`src/rtl/program_loader.sv`:
```
// program_loader: serial boot loader framing UART bytes into 16-bit program memory writes
// and holding the CPU in reset until a checksummed image has been loaded.
module program_loader #(
    parameter int         ROM_ADDR_WIDTH = 8,
    parameter int         ROM_WIDTH      = 16,
    parameter logic [7:0] SYNC_BYTE      = 8'hA5,
    parameter int         TIMEOUT_CYCLES = 1000000
) (
    input  logic                      clk,
    input  logic                      rst,
    input  logic                      start,
    input  logic                      rx_valid,
    input  logic [7:0]                rx_data,
    output logic                      rx_ready,
    output logic                      rom_we,
    output logic [ROM_ADDR_WIDTH-1:0] rom_waddr,
    output logic [ROM_WIDTH-1:0]      rom_wdata,
    output logic                      cpu_rst,
    output logic                      busy,
    output logic                      done,
    output logic                      error
);
    localparam int TW = TIMEOUT_CYCLES > 1 ? $clog2(TIMEOUT_CYCLES) : 1;
    localparam logic [TW-1:0] TLAST = TW'(TIMEOUT_CYCLES > 0 ? TIMEOUT_CYCLES - 1 : 0);

    typedef enum logic [2:0] {IDLE, WAIT_HDR, GET_LEN, GET_HI, GET_LO, GET_CSUM, DONE, ERROR} state_t;

    state_t                    state;
    logic [ROM_ADDR_WIDTH-1:0] idx, last;
    logic [7:0]                hi, csum;
    logic [TW-1:0]             timer;
    logic                      acc;

    assign acc = rx_valid && rx_ready;

    always_ff @(posedge clk or posedge rst) begin
        if (rst) begin
            state     <= IDLE;
            rom_we    <= 1'b0;
            rom_waddr <= '0;
            rom_wdata <= '0;
            rx_ready  <= 1'b0;
            cpu_rst   <= 1'b1;
            busy      <= 1'b0;
            done      <= 1'b0;
            error     <= 1'b0;
            idx       <= '0;
            last      <= '0;
            hi        <= '0;
            csum      <= '0;
            timer     <= '0;
        end else begin
            rom_we <= 1'b0;
            if (state inside {IDLE, DONE, ERROR}) begin
                if (start) begin
                    state    <= WAIT_HDR;
                    rx_ready <= 1'b1;
                    cpu_rst  <= 1'b1;
                    busy     <= 1'b1;
                    done     <= 1'b0;
                    error    <= 1'b0;
                    idx      <= '0;
                    csum     <= '0;
                    timer    <= '0;
                end
            end else if (acc) begin
                timer <= '0;
                case (state)
                    WAIT_HDR: if (rx_data == SYNC_BYTE) state <= GET_LEN;
                    GET_LEN: begin
                        // LEN of zero selects a full memory image
                        last  <= rx_data == 8'd0 ? '1 : ROM_ADDR_WIDTH'(rx_data - 8'd1);
                        state <= GET_HI;
                    end
                    GET_HI: begin
                        hi    <= rx_data;
                        csum  <= csum + rx_data;
                        state <= GET_LO;
                    end
                    GET_LO: begin
                        csum      <= csum + rx_data;
                        rom_we    <= 1'b1;
                        rom_waddr <= idx;
                        rom_wdata <= ROM_WIDTH'({hi, rx_data});
                        idx       <= idx + 1'b1;
                        state     <= idx == last ? GET_CSUM : GET_HI;
                    end
                    GET_CSUM: begin
                        rx_ready <= 1'b0;
                        busy     <= 1'b0;
                        done     <= csum == rx_data;
                        error    <= csum != rx_data;
                        cpu_rst  <= csum != rx_data;
                        state    <= csum == rx_data ? DONE : ERROR;
                    end
                    default: ;
                endcase
            end else if (state != WAIT_HDR && TIMEOUT_CYCLES != 0) begin
                if (timer == TLAST) begin
                    state    <= ERROR;
                    rx_ready <= 1'b0;
                    busy     <= 1'b0;
                    error    <= 1'b1;
                end else begin
                    timer <= timer + 1'b1;
                end
            end
        end
    end
endmodule

```
`config.mk`:
```
export PLATFORM = sky130hd
export DESIGN_NAME = program_loader
export DESIGN_NICKNAME = d
export VERILOG_FILES = /design/src/rtl/program_loader.sv
export SDC_FILE = /design/constraint.sdc
export NUM_CORES = 1
export LEC_CHECK = 0
export CAP_MARGIN = 25
export CORE_MARGIN = 5
export CORE_UTILIZATION = 60
export CTS_BUF_LIST = sky130_fd_sc_hd__clkbuf_4 sky130_fd_sc_hd__clkbuf_8 sky130_fd_sc_hd__clkbuf_16
export DETAILED_ROUTE_END_ITERATION = 12
export DONT_BUFFER_PORTS = 1
export PLACE_DENSITY = 0.73
export REMOVE_ABC_BUFFERS = 1
export SLEW_MARGIN = 30
export SYNTH_ARGS = -nofsm -noshare
export SYNTH_HDL_FRONTEND = slang
export SYNTH_SLANG_ARGS = --single-unit
```
`constraint.sdc`:
```
create_clock -name clk -period 4.9 [get_ports clk]
set_clock_uncertainty 0.2 [all_clocks]
set_input_delay 0.98 -clock clk [delete_from_list [all_inputs] [get_ports clk]]
set_output_delay 0.98 -clock clk [all_outputs]
set_load 0.005 [all_outputs]
```
=== After elaboration in Yosys (flattened, before gate mapping) ===
Cells that the tools add are included.

* Register bits: 84
* Output and inout port bits: 30
* Word-level logic and storage cells: 98

* Add/sub/neg operators: 4
* Equal/unequal tests: 18
* Mux-type cells: 42
* Bitwise operators: 1
* Reductions and logical operators: 20

{| class="wikitable"
|+ Operators with widths
! operator !! number
|-
| $mux 20 || 5
|-
| $mux 8 || 8
|-
| $mux 1 || 21
|-
| $mux 3 || 7
|-
| $reduce_and 3->1 || 7
|-
| $add 20x1->20 const B || 1
|-
| $eq 20x20->1 const B || 1
|-
| $eq 8x8->1 || 2
|-
| $pmux 3 s5 || 1
|-
| $eq 3x3->1 const B || 4
|-
| $reduce_bool 3->1 || 3
|-
| $add 8x1->8 const B || 1
|-
| $add 8x8->8 || 1
|-
| $eq 8x8->1 const B || 1
|-
| $logic_not 8->1 || 1
|-
| $ne 8x8->1 || 1
|-
| $reduce_bool 2->1 || 4
|-
| $sub 8x1->8 const B || 1
|-
| $ne 7x1->1 const B || 1
|-
| $eq 3x2->1 const B || 2
|-
| $ne 3x1->1 const B || 2
|-
| $reduce_and 5->1 || 1
|-
| $ne 4x4->1 const B || 1
|-
| $reduce_and 4->1 || 1
|-
| 7 further kinds || 7
|}

=== Depth between registers and ports, before layout ===
* Depth in word-level cells: 5
* Gate-level depth with buffers: 7
* Mapped depth without buffers: 7

=== Worst setup path after synthesis ===
Ideal clock, no wire load.

* Path kind: input-to-reg
* Start: input port rx_valid
* End: register state[0]
* Arrival time: 2.387 ns
* Data required time: 4.575 ns
* Setup slack: 2.188 ns
* Stages: 6
* Cells stage by stage: and2_1 > clkbuf_1 > nor3_1 > o21ai_4 > nand3_2 > mux2_4

* Longest elaborated chain between the ends: 3

{| class="wikitable"
|+ Ends and longest elaborated chain
! element !! RTL line !! text
|-
| start, declared || 12 || <nowiki>input logic rx_valid,</nowiki>
|-
| $logic_and 1x1->1 * || 34 || <nowiki>assign acc = rx_valid && rx_ready;</nowiki>
|-
| $ne 7x1->1 (no source line) (tied with other cells) || n/a ||
|-
| $reduce_and 5->1 (no source line) / $mux 3 (equally long branches) || n/a ||
|-
| end signal, assigned || 86 || <nowiki>state <= idx == last ? GET_CSUM : GET_HI;</nowiki>
|-
| end signal, assigned || 94 || <nowiki>state <= csum == rx_data ? DONE : ERROR;</nowiki>
|-
| end, declared || 28 || <nowiki>state_t state;</nowiki>
|}

Mark *: on every way between the ends. The rest lies on a longest branch, timed or not.
A chain may end at the register's enable or synchronous reset.

=== Final worst setup path ===
* Start: register timer[13]
* End: register timer[19]

* Longest elaborated chain between the ends: 5

{| class="wikitable"
|+ Ends and longest elaborated chain
! element !! RTL line !! text
|-
| start, declared || 31 || <nowiki>logic [TW-1:0] timer;</nowiki>
|-
| start signal, assigned || 105 || <nowiki>timer <= timer + 1'b1;</nowiki>
|-
| $add 20x1->20 || 105 ||
|-
| $mux 20 || 99 || <nowiki>if (timer == TLAST) begin</nowiki>
|-
| $mux 20 || 98 || <nowiki>end else if (state != WAIT_HDR && TIMEOUT_CYCLES != 0) begin</nowiki>
|-
| $mux 20 || 66 || <nowiki>end else if (acc) begin</nowiki>
|-
| $mux 20 || 54 || <nowiki>if (state inside {IDLE, DONE, ERROR}) begin</nowiki>
|}

Parallel ways exist; a longest one is shown, timed or not. The select of a mux whose other input is x is not followed.

==> out/summary.txt <==
=====================================================================================
Highest clock rate                                                            358 MHz
Average cell area after synthesis                                           9.18 um^2
Total grt overflow                                                                  0
Worst Tran Pin Value                                                           875 ps
Drt drc                                                                             0
Relative slew slack                                                             0.412
Data arrival time of the critical path                                        2880 ps
Tot GR Track Use                                                                0.232
Iteration-0 DRC Markers                                                           232
Total count of max-transition violations in the final report                        0
Total instance count after detailed placement                                     567
Number of cell rows                                                                31
Highest cell delay on the worst timing path                                    620 ps
Post-detailed-route via-to-cell ratio                                            6.08
RSZ-0062 raised after global routing                                               no
Min Tclk post-route                                                           2790 ps
Clock-pin slew of the registers on the worst-case setup and hold paths          90 ps
Total inserted antenna cells                                                        0
Setup TNS                                                                        0 ps
Reg2Reg Setup Slack                                                           2110 ps
Clock Sink Count                                                                   84
CTS Buf Count                                                                       9
Largest driver fanout on the critical path                                         18
FF-to-FF Start                                                              timer[13]
Starting Density                                                                0.617
Core outline area                                                           7290 um^2
Number of standard cells after synthesis                                          490
Nets                                                                              504
Post-detailed-placement half-perimeter wirelength                             6.71 mm
Die W                                                                         96.6 um
Area share of the largest cell type after synthesis                             0.462
Setup-violating endpoint count in the final report                                  0
Area grow syn2layout                                                            4.92%
Startpoint of the lowest-slack hold path                                        hi[1]
Total power density per cell area                                         464 nW/um^2
Kind of end point of the critical path                                       register
Slowest cell on the critical path                                        sky130_fd_sc_hd__or4_4
Placer congestion estimate                                                      0.900
Largest cells by area after synthesis                                    sky130_fd_sc_hd__dfrtp_1 46%, sky130_fd_sc_hd__nand2_1 8.5%, sky130_fd_sc_hd__ha_1 3.3%
Sink of the worst hold path                                              rom_wdata[9]
Ports placed on the boundary                                                       42
Critical path class                                                           reg2reg
Post-CTS setup repair buffer count                                                  0
Overall via count from detail_route                                             3,543
Library cell used as clock root buffer                                   sky130_fd_sc_hd__clkbuf_8
CTS tree                                                                          yes
Post-Layout Cell Count                                                            583
Number of distinct library cells after synthesis                                   59
Reg-to-reg critical path endpoint                                           timer[19]
Number of cells traversed by the worst register-to-register path                    5
Vias in the first global route                                                  3,383
Cell-by-cell listing of the critical path                                or4b_1 > or4_4 > o21ai_2 > nand2_1 > a31oi_1
Fraction of the yosys area taken by sequential cells                            0.467
Antenna-violating nets left                                                         0
Maximum vdd ir drop                                                            253 uV
Number of warning messages in the yosys log                                         0
Antenna violations before repair                                                    0
Chip height                                                                   96.6 um
Top flip-flop cell by instance count after synthesis                     sky130_fd_sc_hd__dfrtp_1
Number of enable-type register cells in the synthesized netlist                     0
Share of layout cells above drive strength 1                                   0.0785
Total count of hold-check failures in the final report                              0
Synthesized area                                                            4500 um^2
FF+latch count, synth                                                              84
Worst Hold Depth                                                                    2
CTS H-Tree Depth                                                                    3
Clock buffer depth                                                                  2
Per-cell routed wire length                                                   16.6 um
Nature of the critical path startpoint                                       register
First drt pass iteration count                                                      4
Number of violations of the max-capacitance limit                                   0
Async set-or-reset flop fraction in the synthesized netlist                      1.00
Post-cts gate resize count                                                          0
First-pass GRT wire length                                                    16.8 mm
Static power due to leakage                                                0.00210 uW
Cell taking the most area after synthesis                                sky130_fd_sc_hd__dfrtp_1
Maximum number of pins on one net before global-route repair                       47
Clock Latency Late Sink                                                        370 ps
Status                                                                   complete, no violations
Number of buffers inserted by hold repair at cts                                    0
Final clock period utilization by the worst path                                0.570
Worst EP required                                                             4990 ps
IO buf count                                                                        0
Class of the tightest hold or removal check                                   reg2reg
Floorplan die area                                                          9330 um^2
Wire length reported by the detailed router                                   9.66 mm
=====================================================================================
how the worst max path moves through the flow:
stage                          from  slack (ps)         to
after floorplan                 rst        1560       busy
after global placement     rx_valid        2140     idx[7]
after detailed placement   rx_valid        2060   state[0]
after CTS                 timer[13]        2140  timer[14]
after global routing      timer[13]        1960  timer[14]
final                     timer[13]        2110  timer[19]
kinds of logic after synthesis:
logic type / after synthesis / share of synthesized area
buffers and inverters: 36 / 0.0336
AO/OA/AOI/OAI: 99 / 0.150
multiplexers: 9 / 0.0234
XOR/XNOR: 27 / 0.0526
flip-flops: 84 / 0.467
adder cells (fa/ha/maj): 13 / 0.0378
AND/OR/NAND/NOR: 222 / 0.235
critical path: cells and delay by family (launching register included):
family | cells | cell delay (ps)
flip-flops | 1 | 450
AO/OA/AOI/OAI | 2 | 750
AND/OR/NAND/NOR | 3 | 1320
layout make-up:
| class | instances | area [um^2] |
|---|---|---|
| Timing Repair Buffer | 3 | 22.5 |
| Fill cell | 622 | 2570 |
| Clock buffer | 10 | 138 |
| Clock inverter | 6 | 46.3 |
| Tap cell | 99 | 124 |
| Inverter | 11 | 42.5 |
| Sequential cell | 84 | 2100 |
| Multi-Input combinational cell | 370 | 2240 |
where the power goes:
group	internal, uW	total [uW]	switching, uW
sequential	860	1030	170
clock	202	472	271
combinational	287	688	400
stage by stage:
step | setup WS [ps] | utilization | hold slack [ps] | cell area, um^2 | total power (uW)
after floorplan | 1560 | - | 235 | 4390 | 1550
after global placement | 2140 | 0.622 | 255 | 4540 | 1710
after detailed placement | 2060 | 0.622 | 254 | 4540 | 1730
after CTS | 2140 | 0.647 | 281 | 4720 | 2200
after global routing | 1960 | 0.647 | 309 | 4720 | 2350
final | 2110 | 0.647 | 281 | 4720 | 2190
cell usage after synthesis (2+ instances only):
| cell type | count |
|---|---|
| sky130_fd_sc_hd__a21boi_1 | 2 |
| sky130_fd_sc_hd__a22o_1 | 8 |
| sky130_fd_sc_hd__nor2_1 | 33 |
| sky130_fd_sc_hd__inv_1 | 11 |
| sky130_fd_sc_hd__clkbuf_1 | 18 |
| sky130_fd_sc_hd__or4b_1 | 2 |
| sky130_fd_sc_hd__a21o_1 | 3 |
| sky130_fd_sc_hd__nor2b_1 | 2 |
| sky130_fd_sc_hd__xnor2_1 | 16 |
| sky130_fd_sc_hd__a21oi_1 | 23 |
| sky130_fd_sc_hd__dfrtp_1 | 83 |
| sky130_fd_sc_hd__nand2_1 | 102 |
| sky130_fd_sc_hd__nor3_1 | 11 |
| sky130_fd_sc_hd__o21ai_0 | 20 |
| sky130_fd_sc_hd__o31ai_1 | 8 |
| sky130_fd_sc_hd__and4_1 | 2 |
| sky130_fd_sc_hd__or4_1 | 8 |
| sky130_fd_sc_hd__nand4_1 | 4 |
| sky130_fd_sc_hd__nand3b_1 | 2 |
| sky130_fd_sc_hd__a31oi_1 | 6 |
| sky130_fd_sc_hd__o2111ai_1 | 8 |
| sky130_fd_sc_hd__and3_1 | 6 |
| sky130_fd_sc_hd__nand3_1 | 21 |
| sky130_fd_sc_hd__or2_2 | 3 |
| sky130_fd_sc_hd__and2_1 | 6 |
| sky130_fd_sc_hd__nor4_1 | 7 |
| sky130_fd_sc_hd__buf_4 | 2 |
| sky130_fd_sc_hd__nand2b_1 | 2 |
| sky130_fd_sc_hd__o21a_1 | 3 |
| sky130_fd_sc_hd__ha_1 | 12 |
| sky130_fd_sc_hd__or3_1 | 5 |
| sky130_fd_sc_hd__buf_1 | 3 |
| sky130_fd_sc_hd__o211ai_1 | 4 |
| sky130_fd_sc_hd__mux2_2 | 8 |
| sky130_fd_sc_hd__xor2_1 | 11 |
| sky130_fd_sc_hd__a32o_1 | 2 |
placed cells by master, fill, tap and decap left out, types with 11 or more instances in the layout:
cell type                   n
sky130_fd_sc_hd__nand3_1   21
sky130_fd_sc_hd__ha_1      12
sky130_fd_sc_hd__xnor2_1   16
sky130_fd_sc_hd__nor3_1    11
sky130_fd_sc_hd__nor2_1    33
sky130_fd_sc_hd__a21oi_1   23
sky130_fd_sc_hd__nand2_1  102
sky130_fd_sc_hd__xor2_1    11
sky130_fd_sc_hd__o21ai_0   20
sky130_fd_sc_hd__dfrtp_1   83
state kept, by name (all words and copies together), names as in the netlist:
signal,flops
state,3
last,8
rom_wdata,16
rom_waddr,8
idx,8
busy,1
done,1
cpu_rst,1
timer,20
rom_we,1
error,1
csum,8
hi,8
per-layer routing:
metal | wire length, um | vias to the layer above | GRT usage | share of wire
met5 | 0 | - | 0 | 0
met4 | 90 | 0 | 0.0584 | 0.0093
met1 | 4710 | 1714 | 0.343 | 0.49
li1 | - | 1729 | - | -
met3 | 667 | 9 | 0.0720 | 0.069
met2 | 4200 | 91 | 0.332 | 0.43
No activity file was read; power rests on OpenSTA's default activity.
